--- src/rtl/corr_pkg.sv ---
// -----------------------------------------------------------------------------
// corr_pkg
//
// Purpose:
//   Shared definitions for the correlation frame source:
//     - default sample width, maximum snapshot count and buffer address width
//     - output product width
//     - FSM state encoding used by corr_frame_gen
//
// Contents:
//   DATA_W_DEF   default signed sample width per channel
//   MAX_LEN_DEF  default maximum snapshots per frame
//   ADDR_W_DEF   default buffer address width, clog2(MAX_LEN_DEF)
//   OUT_W        width of the sign-extended product on o_data
//   corr_state_e frame FSM states
// -----------------------------------------------------------------------------
package corr_pkg;

    localparam int DATA_W_DEF  = 12;
    localparam int MAX_LEN_DEF = 64;
    localparam int ADDR_W_DEF  = 6;
    localparam int OUT_W       = 32;

    // IDLE  : waiting for a start pulse
    // FILL  : accepting sample pairs and storing their products
    // BURST : replaying the stored products as one gap-free burst
    // GUARD : one idle output cycle so the downstream accumulator clears
    typedef enum logic [1:0] {
        ST_IDLE  = 2'd0,
        ST_FILL  = 2'd1,
        ST_BURST = 2'd2,
        ST_GUARD = 2'd3
    } corr_state_e;

endpackage : corr_pkg

--- src/rtl/corr_prod_ram.sv ---
// -----------------------------------------------------------------------------
// corr_prod_ram
//
// Purpose:
//   Simple dual-port product buffer: one write port, one read port.
//   The read is registered, so data for i_rd_addr appears on o_rd_data one
//   cycle after i_rd_en is sampled high. o_rd_data holds its value while
//   i_rd_en is low.
//
// Ports:
//   i_clk      clock
//   i_wr_en    write strobe
//   i_wr_addr  write address
//   i_wr_data  write data
//   i_rd_en    read strobe
//   i_rd_addr  read address
//   o_rd_data  registered read data (1-cycle latency)
// -----------------------------------------------------------------------------
module corr_prod_ram
    import corr_pkg::*;
#(
    parameter int DEPTH  = MAX_LEN_DEF,
    parameter int ADDR_W = ADDR_W_DEF,
    parameter int WIDTH  = OUT_W
) (
    input  logic              i_clk,
    input  logic              i_wr_en,
    input  logic [ADDR_W-1:0] i_wr_addr,
    input  logic [WIDTH-1:0]  i_wr_data,
    input  logic              i_rd_en,
    input  logic [ADDR_W-1:0] i_rd_addr,
    output logic [WIDTH-1:0]  o_rd_data
);

    logic [WIDTH-1:0] r_mem [DEPTH];
    logic [WIDTH-1:0] r_rd_data;

    // NOTE: the storage array has no reset so it maps onto block RAM; every
    // entry read during a burst was written earlier in the same frame.
    always_ff @(posedge i_clk) begin
        if (i_wr_en) begin
            r_mem[i_wr_addr] <= i_wr_data;
        end
        if (i_rd_en) begin
            r_rd_data <= r_mem[i_rd_addr];
        end
    end

    assign o_rd_data = r_rd_data;

endmodule : corr_prod_ram

--- src/rtl/corr_frame_gen.sv ---
// -----------------------------------------------------------------------------
// corr_frame_gen
//
// Purpose:
//   Source side of the correlation accumulation stream. Collects one snapshot
//   of len sample pairs (a, b), stores the signed product a*b of each pair,
//   then replays the products as a single gap-free burst framed by
//   o_valid/o_last, followed by one guard cycle with o_valid low so the
//   downstream accumulator clears between frames.
//
//   Timing: if T is the cycle of the final input transfer, the first o_valid
//   is at T+2, o_valid stays high for exactly len cycles, and the next cycle
//   (GUARD) has o_valid=0 with o_busy still high.
//
// Optional feature (macro CORR_FRAME_CNT_EN):
//   Adds o_frame_cnt, a 16-bit wrapping count of emitted o_last cycles.
//   Without the macro the port and counter are absent.
//
// Ports:
//   i_clk        clock
//   i_resetn     asynchronous active-low reset
//   i_start      frame start pulse, honoured only in IDLE
//   i_len        snapshot count, legal 1..MAX_LEN, sampled on i_start
//   i_a, i_b     signed samples, channel A and channel B
//   i_in_valid   sample pair valid
//   o_in_ready   pair accepted when i_in_valid and o_in_ready are both high
//   o_data       sign-extended product a*b
//   o_valid      product valid
//   o_last       final product of the frame
//   o_busy       FSM is not in IDLE
//   o_frame_cnt  (CORR_FRAME_CNT_EN only) completed frame count
//   o_err        one-cycle pulse when i_start carries an illegal i_len
// -----------------------------------------------------------------------------
module corr_frame_gen
    import corr_pkg::*;
#(
    parameter int DATA_W  = DATA_W_DEF,
    parameter int MAX_LEN = MAX_LEN_DEF,
    parameter int ADDR_W  = ADDR_W_DEF
) (
    input  logic                     i_clk,
    input  logic                     i_resetn,
    input  logic                     i_start,
    input  logic [ADDR_W:0]          i_len,
    input  logic signed [DATA_W-1:0] i_a,
    input  logic signed [DATA_W-1:0] i_b,
    input  logic                     i_in_valid,
    output logic                     o_in_ready,
    output logic [OUT_W-1:0]         o_data,
    output logic                     o_valid,
    output logic                     o_last,
    output logic                     o_busy,
`ifdef CORR_FRAME_CNT_EN
    output logic [15:0]              o_frame_cnt,
`endif
    output logic                     o_err
);

    localparam int              PROD_W  = 2 * DATA_W;
    localparam logic [ADDR_W:0] LEN_MAX = (ADDR_W + 1)'(MAX_LEN);
    localparam logic [ADDR_W:0] ONE     = (ADDR_W + 1)'(1);

    // Registered state
    corr_state_e     r_state;
    logic [ADDR_W:0] r_len;
    logic [ADDR_W:0] r_wr_ptr;
    logic [ADDR_W:0] r_rd_ptr;
    logic            r_valid;
    logic            r_last;
    logic            r_err;

    // Combinational nets
    logic signed [PROD_W-1:0] w_prod;
    logic [OUT_W-1:0]         w_prod_ext;
    logic [OUT_W-1:0]         w_rd_data;
    logic                     w_xfer;
    logic                     w_len_ok;
    logic                     w_rd_en;

    // ---------------------------------------------------------------------
    // Product path: full-precision signed multiply, then sign extension.
    // Both operands are signed, so the multiply is evaluated at PROD_W
    // bits with sign extension and -2048 * -2048 keeps its full value.
    // ---------------------------------------------------------------------
    assign w_prod     = i_a * i_b;
    assign w_prod_ext = OUT_W'(w_prod);

    // ---------------------------------------------------------------------
    // Handshake and status decode
    // ---------------------------------------------------------------------
    assign o_in_ready = (r_state == ST_FILL);
    assign o_busy     = (r_state != ST_IDLE);
    assign w_xfer     = i_in_valid && o_in_ready;
    assign w_len_ok   = (i_len != '0) && (i_len <= LEN_MAX);

    // Reads are issued while the burst still has unread entries; the
    // registered RAM output lines up with r_valid one cycle later.
    assign w_rd_en    = (r_state == ST_BURST) && (r_rd_ptr < r_len);

    // ---------------------------------------------------------------------
    // Product buffer
    // ---------------------------------------------------------------------
    corr_prod_ram #(
        .DEPTH  (MAX_LEN),
        .ADDR_W (ADDR_W),
        .WIDTH  (OUT_W)
    ) u_prod_ram (
        .i_clk     (i_clk),
        .i_wr_en   (w_xfer),
        .i_wr_addr (r_wr_ptr[ADDR_W-1:0]),
        .i_wr_data (w_prod_ext),
        .i_rd_en   (w_rd_en),
        .i_rd_addr (r_rd_ptr[ADDR_W-1:0]),
        .o_rd_data (w_rd_data)
    );

    // ---------------------------------------------------------------------
    // Frame FSM with registered framing outputs
    // ---------------------------------------------------------------------
    // NOTE: sequential state uses non-blocking assignments only, so every
    // branch below sees the pre-edge values of r_* regardless of order.
    always_ff @(posedge i_clk or negedge i_resetn) begin
        if (!i_resetn) begin
            r_state  <= ST_IDLE;
            r_len    <= '0;
            r_wr_ptr <= '0;
            r_rd_ptr <= '0;
            r_valid  <= 1'b0;
            r_last   <= 1'b0;
            r_err    <= 1'b0;
        end else begin
            // Pulses default low; the states below raise them as needed.
            r_err   <= 1'b0;
            r_valid <= 1'b0;
            r_last  <= 1'b0;

            case (r_state)
                ST_IDLE: begin
                    if (i_start) begin
                        if (w_len_ok) begin
                            r_len    <= i_len;
                            r_wr_ptr <= '0;
                            r_state  <= ST_FILL;
                        end else begin
                            r_err    <= 1'b1;
                        end
                    end
                end

                ST_FILL: begin
                    if (w_xfer) begin
                        r_wr_ptr <= r_wr_ptr + ONE;
                        if (r_wr_ptr == r_len - ONE) begin
                            r_rd_ptr <= '0;
                            r_state  <= ST_BURST;
                        end
                    end
                end

                ST_BURST: begin
                    if (w_rd_en) begin
                        r_rd_ptr <= r_rd_ptr + ONE;
                        r_valid  <= 1'b1;
                        r_last   <= (r_rd_ptr == r_len - ONE);
                    end
                    // Leave only once the last product is actually on the
                    // output, so GUARD is a cycle with o_valid low.
                    if (r_last) begin
                        r_state <= ST_GUARD;
                    end
                end

                ST_GUARD: begin
                    r_state <= ST_IDLE;
                end

                default: begin
                    r_state <= ST_IDLE;
                end
            endcase
        end
    end

    assign o_valid = r_valid;
    assign o_last  = r_last;
    assign o_err   = r_err;

    // The RAM read register is not reset; gating with r_valid keeps o_data
    // at zero during and after reset and between bursts.
    assign o_data  = r_valid ? w_rd_data : '0;

`ifdef CORR_FRAME_CNT_EN
    // ---------------------------------------------------------------------
    // Completed-frame counter: counts o_last cycles, wraps at 16 bits.
    // A frame aborted by reset never reaches o_last, so it is not counted.
    // ---------------------------------------------------------------------
    logic [15:0] r_frame_cnt;

    always_ff @(posedge i_clk or negedge i_resetn) begin
        if (!i_resetn) begin
            r_frame_cnt <= '0;
        end else if (r_last) begin
            r_frame_cnt <= r_frame_cnt + 16'd1;
        end
    end

    assign o_frame_cnt = r_frame_cnt;
`endif

endmodule : corr_frame_gen

--- config.mk ---
export PLATFORM = sky130hd
export DESIGN_NAME = corr_frame_gen
export DESIGN_NICKNAME = d
export VERILOG_FILES = /design/src/rtl/corr_pkg.sv /design/src/rtl/corr_prod_ram.sv /design/src/rtl/corr_frame_gen.sv
export SDC_FILE = /design/constraint.sdc
export NUM_CORES = 2
export LEC_CHECK = 0
export ABC_CLOCK_PERIOD_IN_PS = 3500
export CAP_MARGIN = 30
export CELL_PAD_IN_SITES_DETAIL_PLACEMENT = 0
export CELL_PAD_IN_SITES_GLOBAL_PLACEMENT = 2
export CORE_ASPECT_RATIO = 0.6
export CORE_MARGIN = 3
export CORE_UTILIZATION = 25
export DETAILED_ROUTE_END_ITERATION = 12
export PLACE_DENSITY = 0.49
export SLEW_MARGIN = 40
export SYNTH_ARGS = -nofsm -noshare
export SYNTH_HDL_FRONTEND = slang
export SYNTH_SLANG_ARGS = --single-unit
--- constraint.sdc ---
create_clock -name i_clk -period 3.5 [get_ports i_clk]
set_clock_uncertainty 0.2 [all_clocks]
set_input_delay 0.35 -clock i_clk [delete_from_list [all_inputs] [get_ports i_clk]]
set_output_delay 0.35 -clock i_clk [all_outputs]
set_load 0.01 [all_outputs]
=== Word level (Yosys, flattened, before mapping) ===
Memory sizes are Yosys's and may differ from the RTL's. A register that Yosys moved wholly into a read port is not among the register bits.
Index checks and enable logic that the tools add are counted.

* Bits in registers: 26
* Memory bits (writable): 2048
* Logic and storage cells: 61
* Memories kept: 1

{| class="wikitable"
|+ Memories
! name !! words !! width !! read ports !! clocked after memory_dff !! write ports !! RTL line !! RTL
|-
| u_prod_ram.r_mem || 64 || 32 || 1 || 1 || 1 || corr_prod_ram.sv:35 || <nowiki>logic [WIDTH-1:0] r_mem [DEPTH];</nowiki>
|}

* Add/sub/neg operators: 3
* Multipliers: 1
* Magnitude comparators: 2
* Equal/unequal tests: 11
* Muxes and demuxes: 24
* Reductions and logical operators: 12

{| class="wikitable"
|+ Operators with widths
! kind !! count
|-
| 7-bit 2-to-1 mux || 6
|-
| 32-bit 2-to-1 mux || 1
|-
| 7-bit one-hot mux with 2 select lines || 2
|-
| 12-bit by 12-bit multiplier with 24-bit output || 1
|-
| 7-bit by 1-bit adder with 7-bit output (second input constant) || 2
|-
| 7-bit equality test || 2
|-
| 2-bit 2-to-1 mux || 5
|-
| 1-bit 2-to-1 mux || 9
|-
| 2-bit one-hot mux with 4 select lines || 1
|-
| 4-bit AND reduction || 2
|-
| 7-bit <= comparator (second input constant) || 1
|-
| 7-bit less-than comparator || 1
|-
| 7-bit nonzero test || 1
|-
| 7-bit by 1-bit subtractor with 7-bit output (second input constant) || 1
|-
| 2-bit by 1-bit inequality test with 1-bit output (second input constant) || 3
|-
| 2-bit inequality test (second input constant) || 3
|-
| 2-bit nonzero test || 3
|-
| 5-bit AND reduction || 1
|-
| 2-bit equality test (second input constant) || 2
|-
| 1-bit logical AND || 3
|-
| 3-bit AND reduction || 1
|-
| 2-bit by 1-bit equality test with 1-bit output (second input constant) || 1
|-
| 2-bit logical NOT || 1
|}

=== Longest topological paths before layout ===
* Depth in word-level cells: 5
* Depth in mapped cells: 20
* Mapped depth without buffers: 19

=== Cells and area by module ===
From an unflattened synthesis, not the netlist that was laid out.

* Cell total of the unflattened synthesis: 4183
* Area total of the unflattened synthesis: 86274.0 um^2

{| class="wikitable"
|+ By module, submodules not included
! module !! instances !! cells each !! area each (um^2) !! sequential area each (um^2)
|-
| corr_prod_ram || 1 || 3324 || 78835.6 || 62459.9
|-
| corr_frame_gen || 1 || 859 || 7438.4 || 650.6
|}

=== Worst setup path before layout ===
OpenSTA, ideal clock, no wires.

* Kind: input -> register
* From: input port i_a[5]
* To: memory u_prod_ram.r_mem[0][20] (netlist name) (data pin)
* Setup time: 0.568 ns
* Arrival: 6.627 ns
* Data required time: 2.732 ns
* Path slack: -3.896 ns
* Cell stages on the path: 17
* Path through: clkbuf_1 -> nand2_1 -> fa_1 -> fa_1 -> fa_1 -> inv_1 -> fa_1 -> inv_1 -> fa_1 -> inv_1 -> ha_1 -> nand2_1 -> o311ai_0 -> a31oi_1 -> o21ai_0 -> a21boi_0 -> xnor2_1

* Cells in the longest elaborated chain, start to end: 1

{| class="wikitable"
|+ Ends and longest elaborated chain
! item !! RTL line !! RTL
|-
| from (decl) || corr_frame_gen.sv:45 || <nowiki>input logic signed [DATA_W-1:0] i_a,</nowiki>
|-
| 12-bit by 12-bit multiplier with 24-bit output || corr_frame_gen.sv:85 || <nowiki>assign w_prod = i_a * i_b;</nowiki>
|-
| via u_prod_ram.i_wr_data[20] || corr_prod_ram.sv:29 || <nowiki>input logic [WIDTH-1:0] i_wr_data,</nowiki>
|-
| to (decl) || corr_prod_ram.sv:35 ||
|}

The timed path passes the listed nets, and every way through them passes these cells.

=== Final worst setup path ===
* From: input port i_b[10]
* To: memory u_prod_ram.r_mem[4][19] (netlist name) (data pin)

* Cells in the longest elaborated chain, start to end: 1

{| class="wikitable"
|+ Ends and longest elaborated chain
! item !! RTL line !! RTL
|-
| from (decl) || corr_frame_gen.sv:46 || <nowiki>input logic signed [DATA_W-1:0] i_b,</nowiki>
|-
| 12-bit by 12-bit multiplier with 24-bit output || corr_frame_gen.sv:85 ||
|-
| via u_prod_ram.i_wr_data[19] || corr_prod_ram.sv:29 ||
|}

The timed path passes the listed nets, and every way through them passes these cells.

==> load_flow_metrics.sql <==
INSERT INTO impl_metrics (metric_group, metric, value, unit) VALUES
('synthesis', 'yosys_top_cell_area_share', '70.54', '%'),
('synthesis', 'post_synth_fa_ha_maj_area_fraction', '5.385', '%'),
('synthesis', 'postSynthNetCount', '3416', ''),
('cells_and_area', 'count_of_fill_cells_added_during_filler_insertion', '25230', ''),
('drt', 'drc', '0', ''),
('outcome', 'violations_in_the_final_reports', 'negative setup slack', ''),
('sta', 'worst_tran_pin_value', '0.8271', 'ns'),
('drt', 'met2_wirelength', '81.00', 'mm'),
('placed_design', 'post-place-ws', '-2.820', 'ns'),
('synthesis', 'cell_accounting_for_the_most_synthesized_area', 'sky130_fd_sc_hd__edfxtp_1', ''),
('synthesis', 'yosysWarningCount', '0', ''),
('synthesis', 'muxShareOfSynthArea', '16.31', '%'),
('cts', 'cts_max_level', '4', ''),
('synthesis', 'yosys.cell_count.top_type', 'sky130_fd_sc_hd__edfxtp_1', ''),
('die', 'initial_utilization', '25.32', '%'),
('critical_path', 'critical_path.most_common_cell', 'sky130_fd_sc_hd__fa_1', ''),
('critical_path', 'arrival', '5.50', 'ns'),
('drt', 'final_antenna_net_count', '0', ''),
('sta', 'period_share', '147.0', '%'),
('placed_design', 'placement.io_buffers', '71', ''),
('grt', 'grt-ovfl-total', '0', ''),
('drt', 'via_count', '33150', ''),
('cts', 'cts-root-to-sink-buffers', '4', ''),
('drt', 'viasPerCell', '4.534', ''),
('synthesis', 'synth_xor_area_share', '0.7140', '%'),
('cts', 'clkSlewWorstSetupHoldPaths', '0.06', 'ns'),
('cts', 'cts_bufs_inserted', '157', ''),
('cells_and_area', 'layoutNonFillerInstCount', '7312', ''),
('critical_path', 'worstSetupStartpointType', 'input port', ''),
('sta', 'finalSetupTns', '-1302.24', 'ns'),
('critical_path', 'critPathSlowestCell', 'sky130_fd_sc_hd__fa_1', ''),
('placed_design', 'place_inst', '6987', ''),
('grt', 'grt_use_total', '14.84', '%'),
('grt', 'first_global_vias', '34400', ''),
('synthesis', 'synth_seq_area_share', '71.52', '%'),
('synthesis', 'yosys-top-cells-area', 'sky130_fd_sc_hd__edfxtp_1, sky130_fd_sc_hd__mux4_2, sky130_fd_sc_hd__fa_1', ''),
('cts', 'clock_sinks', '1586', ''),
('die', 'rows', '145', ''),
('synthesis', 'ys.flop_type', 'sky130_fd_sc_hd__edfxtp_1', ''),
('drt', 'm1WireLength', '102.3', 'mm'),
('placed_design', 'place_congestion', '0.7382', ''),
('sta', 'rsz0062_at_grt', 'yes', ''),
('synthesis', 'synth_enable_flop_cells', '1560', ''),
('critical_path', 'critical_path_fanout_max', '14', ''),
('outcome', 'status', 'complete, but fails checks', ''),
('cts', 'clockRootBuffer', 'sky130_fd_sc_hd__clkbuf_16', ''),
('die', 'top_level_ports', '72', ''),
('synthesis', 'post_synth_inst_count', '3178', ''),
('placed_design', 'dp_hpwl', '125.0', 'mm'),
('sta', 'worst_setup_slack_after_layout', '-1.646', 'ns'),
('synthesis', 'synthesis.area', '66410', 'sq um'),
('flow_run', 'max-cap-violations', '0', ''),
('critical_path', 'worst_path_largest_cell_delay', '0.57', 'ns'),
('synthesis', 'netlist_top_cells_count', 'sky130_fd_sc_hd__edfxtp_1, sky130_fd_sc_hd__mux4_2, sky130_fd_sc_hd__inv_1', ''),
('drt', 'avgRoutedWirePerCell', '27.68', 'microns'),
('cells_and_area', 'finish.net_count', '3900', ''),
('grt', 'antenna_found_initial', '12', ''),
('drt', 'detailroute.wirelength.met3', '15.88', 'mm'),
('drt', 'drt-pass1-iter-count', '5', ''),
('synthesis', 'synth-compound-area-share', '1.302', '%'),
('synthesis', 'syn-mean-instance-area', '20.90', 'sq um'),
('die', 'chipWidth', '671.4', 'microns'),
('grt', 'first_pass_grt_wire_length', '282.6', 'mm'),
('synthesis', 'synth_top_family_by_area', 'multiplexers', ''),
('hold_path', 'hold_class', 'input port to flip-flop', ''),
('critical_path', 'crit_path_cell_trace', 'buf_6, buf_12, buf_6, and2_4, fa_1, fa_1, fa_1, fa_1, inv_2, fa_1, inv_2, ha_4, nand4_1, a211oi_2, nor4_4, buf_4, o31ai_2, a21oi_2, xnor2_4, buf_12, bufbuf_16', ''),
('die', 'vertical_die_dimension', '405.2', 'microns'),
('synthesis', 'synth_simple_gate_area_share', '2.636', '%'),
('sta', 'setup_viol', '1152', ''),
('cts', 'cts_tree', 'done', ''),
('synthesis', 'ys_seq_elements', '1586', '');
[critical path, delay by kind of cell]
| family | cells | cell delay, ns |
|---|---|---|
| adder cells (fa/ha/maj) | 6 | 2.81 |
| buffers and inverters | 8 | 1.04 |
| AO/OA/AOI/OAI | 3 | 0.75 |
| AND/OR/NAND/NOR | 3 | 0.38 |
| XOR/XNOR | 1 | 0.14 |
[cell families (layout without fill, tap and decap cells)]
family                     after synthesis  count (layout)
AOI/OAI and AO/OA                      125             125
xor gates and xnor gates                51              51
buffers and inverters                  358             953
and+or+nand+nor                        373             373
DFF                                   1586            1586
muxes                                  482             482
adders and majority gates              203             203
other                                    0              11
[state kept, by name, indices dropped and copies added, names as in the netlist]
register              count
r_state                   2
o_err                     1
o_last                    1
r_len                     7
r_rd_ptr                  7
o_valid                   1
r_wr_ptr                  7
u_prod_ram.o_rd_data     24
u_prod_ram.r_mem       1536
[placed cells by master (no fill, tap or decap), drive strengths merged, types with 3 or more instances in the layout]
cell and n:
clkdlybuf4s50 48, nor2b 4, xnor2 41, edfxtp 1560, nand2 145, bufinv 12, ha 65, or4 3
a21oi 21, inv 192, mux4 480, or3 4, clkbuf 196, clkinvlp 3, clkdlybuf4s15 5, nand3 11
and3 5, o21a 4, nand3b 4, o31ai 6, diode 11, o21ai 22, dfrtp 26, a22oi 48
fa 138, nor3 8, nand2b 9, clkinv 58, nand4 4, nor4 8, and2 69, nor2 91
buf 422, dlygate4sd3 8, bufbuf 8, xor2 8
[timing repair]
action                                  in CTS  in global routing
endpoints found under the setup margin    1184               1152
resized for setup                          146                 15
endpoints found under the hold margin       15                  0
hold buffers                                 8                  0
pin swaps                                   31                 15
buffers inserted                            26                  2
gates cloned                                10                  0
[stage by stage]
stage               hold WS [ns]  area (sq um)
CTS                      0.05509         82140
finish                    0.1160         82270
detailed placement        0.3221         76610
floorplan                -0.1456         66980
global placement          0.3115         76610
global route              0.1119         82250
[worst paths after layout]
| kind | startpoint | endpoint | slack, ns | cells after the start |
|---|---|---|---|---|
| setup / recovery | i_b[10] | u_prod_ram.r_mem[4][19] | -1.65 | 21 |
| max in group asynchronous | i_resetn | r_rd_ptr[1] | 2.18 | 3 |
| hold reg to reg | r_state[0] | r_state[0] | 0.34 | 1 |
| hold / removal | i_start | o_err | 0.12 | 3 |
| setup reg to reg | r_rd_ptr[0] | u_prod_ram.o_rd_data[4] | 0.26 | 7 |
| min in group asynchronous | i_resetn | r_len[6] | 0.28 | 2 |
[layout make-up]
| class | instances | area [sq um] | area share (%) |
|---|---|---|---|
| diodes | 11 | 27.53 | 0.03346 |
| clock buffers | 194 | 4110 | 4.996 |
| clock inverters | 76 | 674.4 | 0.8198 |
| inverters | 189 | 709.4 | 0.8624 |
| multi-input cells | 1234 | 18710 | 22.74 |
| flip-flops and latches | 1586 | 47510 | 57.75 |
| well taps | 3528 | 4414 | 5.366 |
| repair buffers | 494 | 6108 | 7.425 |
[layer usage]
metal | vias to the layer above | global-route usage (%)
met3 | 195 | 4.080
li1 | 13740 | -
met4 | 2 | 2.408
met1 | 18310 | 23.52
met5 | - | 0.7415
met2 | 907 | 20.06
Power is not shown: default switching activity piles up to over one toggle a cycle in this logic, so the estimate is an artifact.
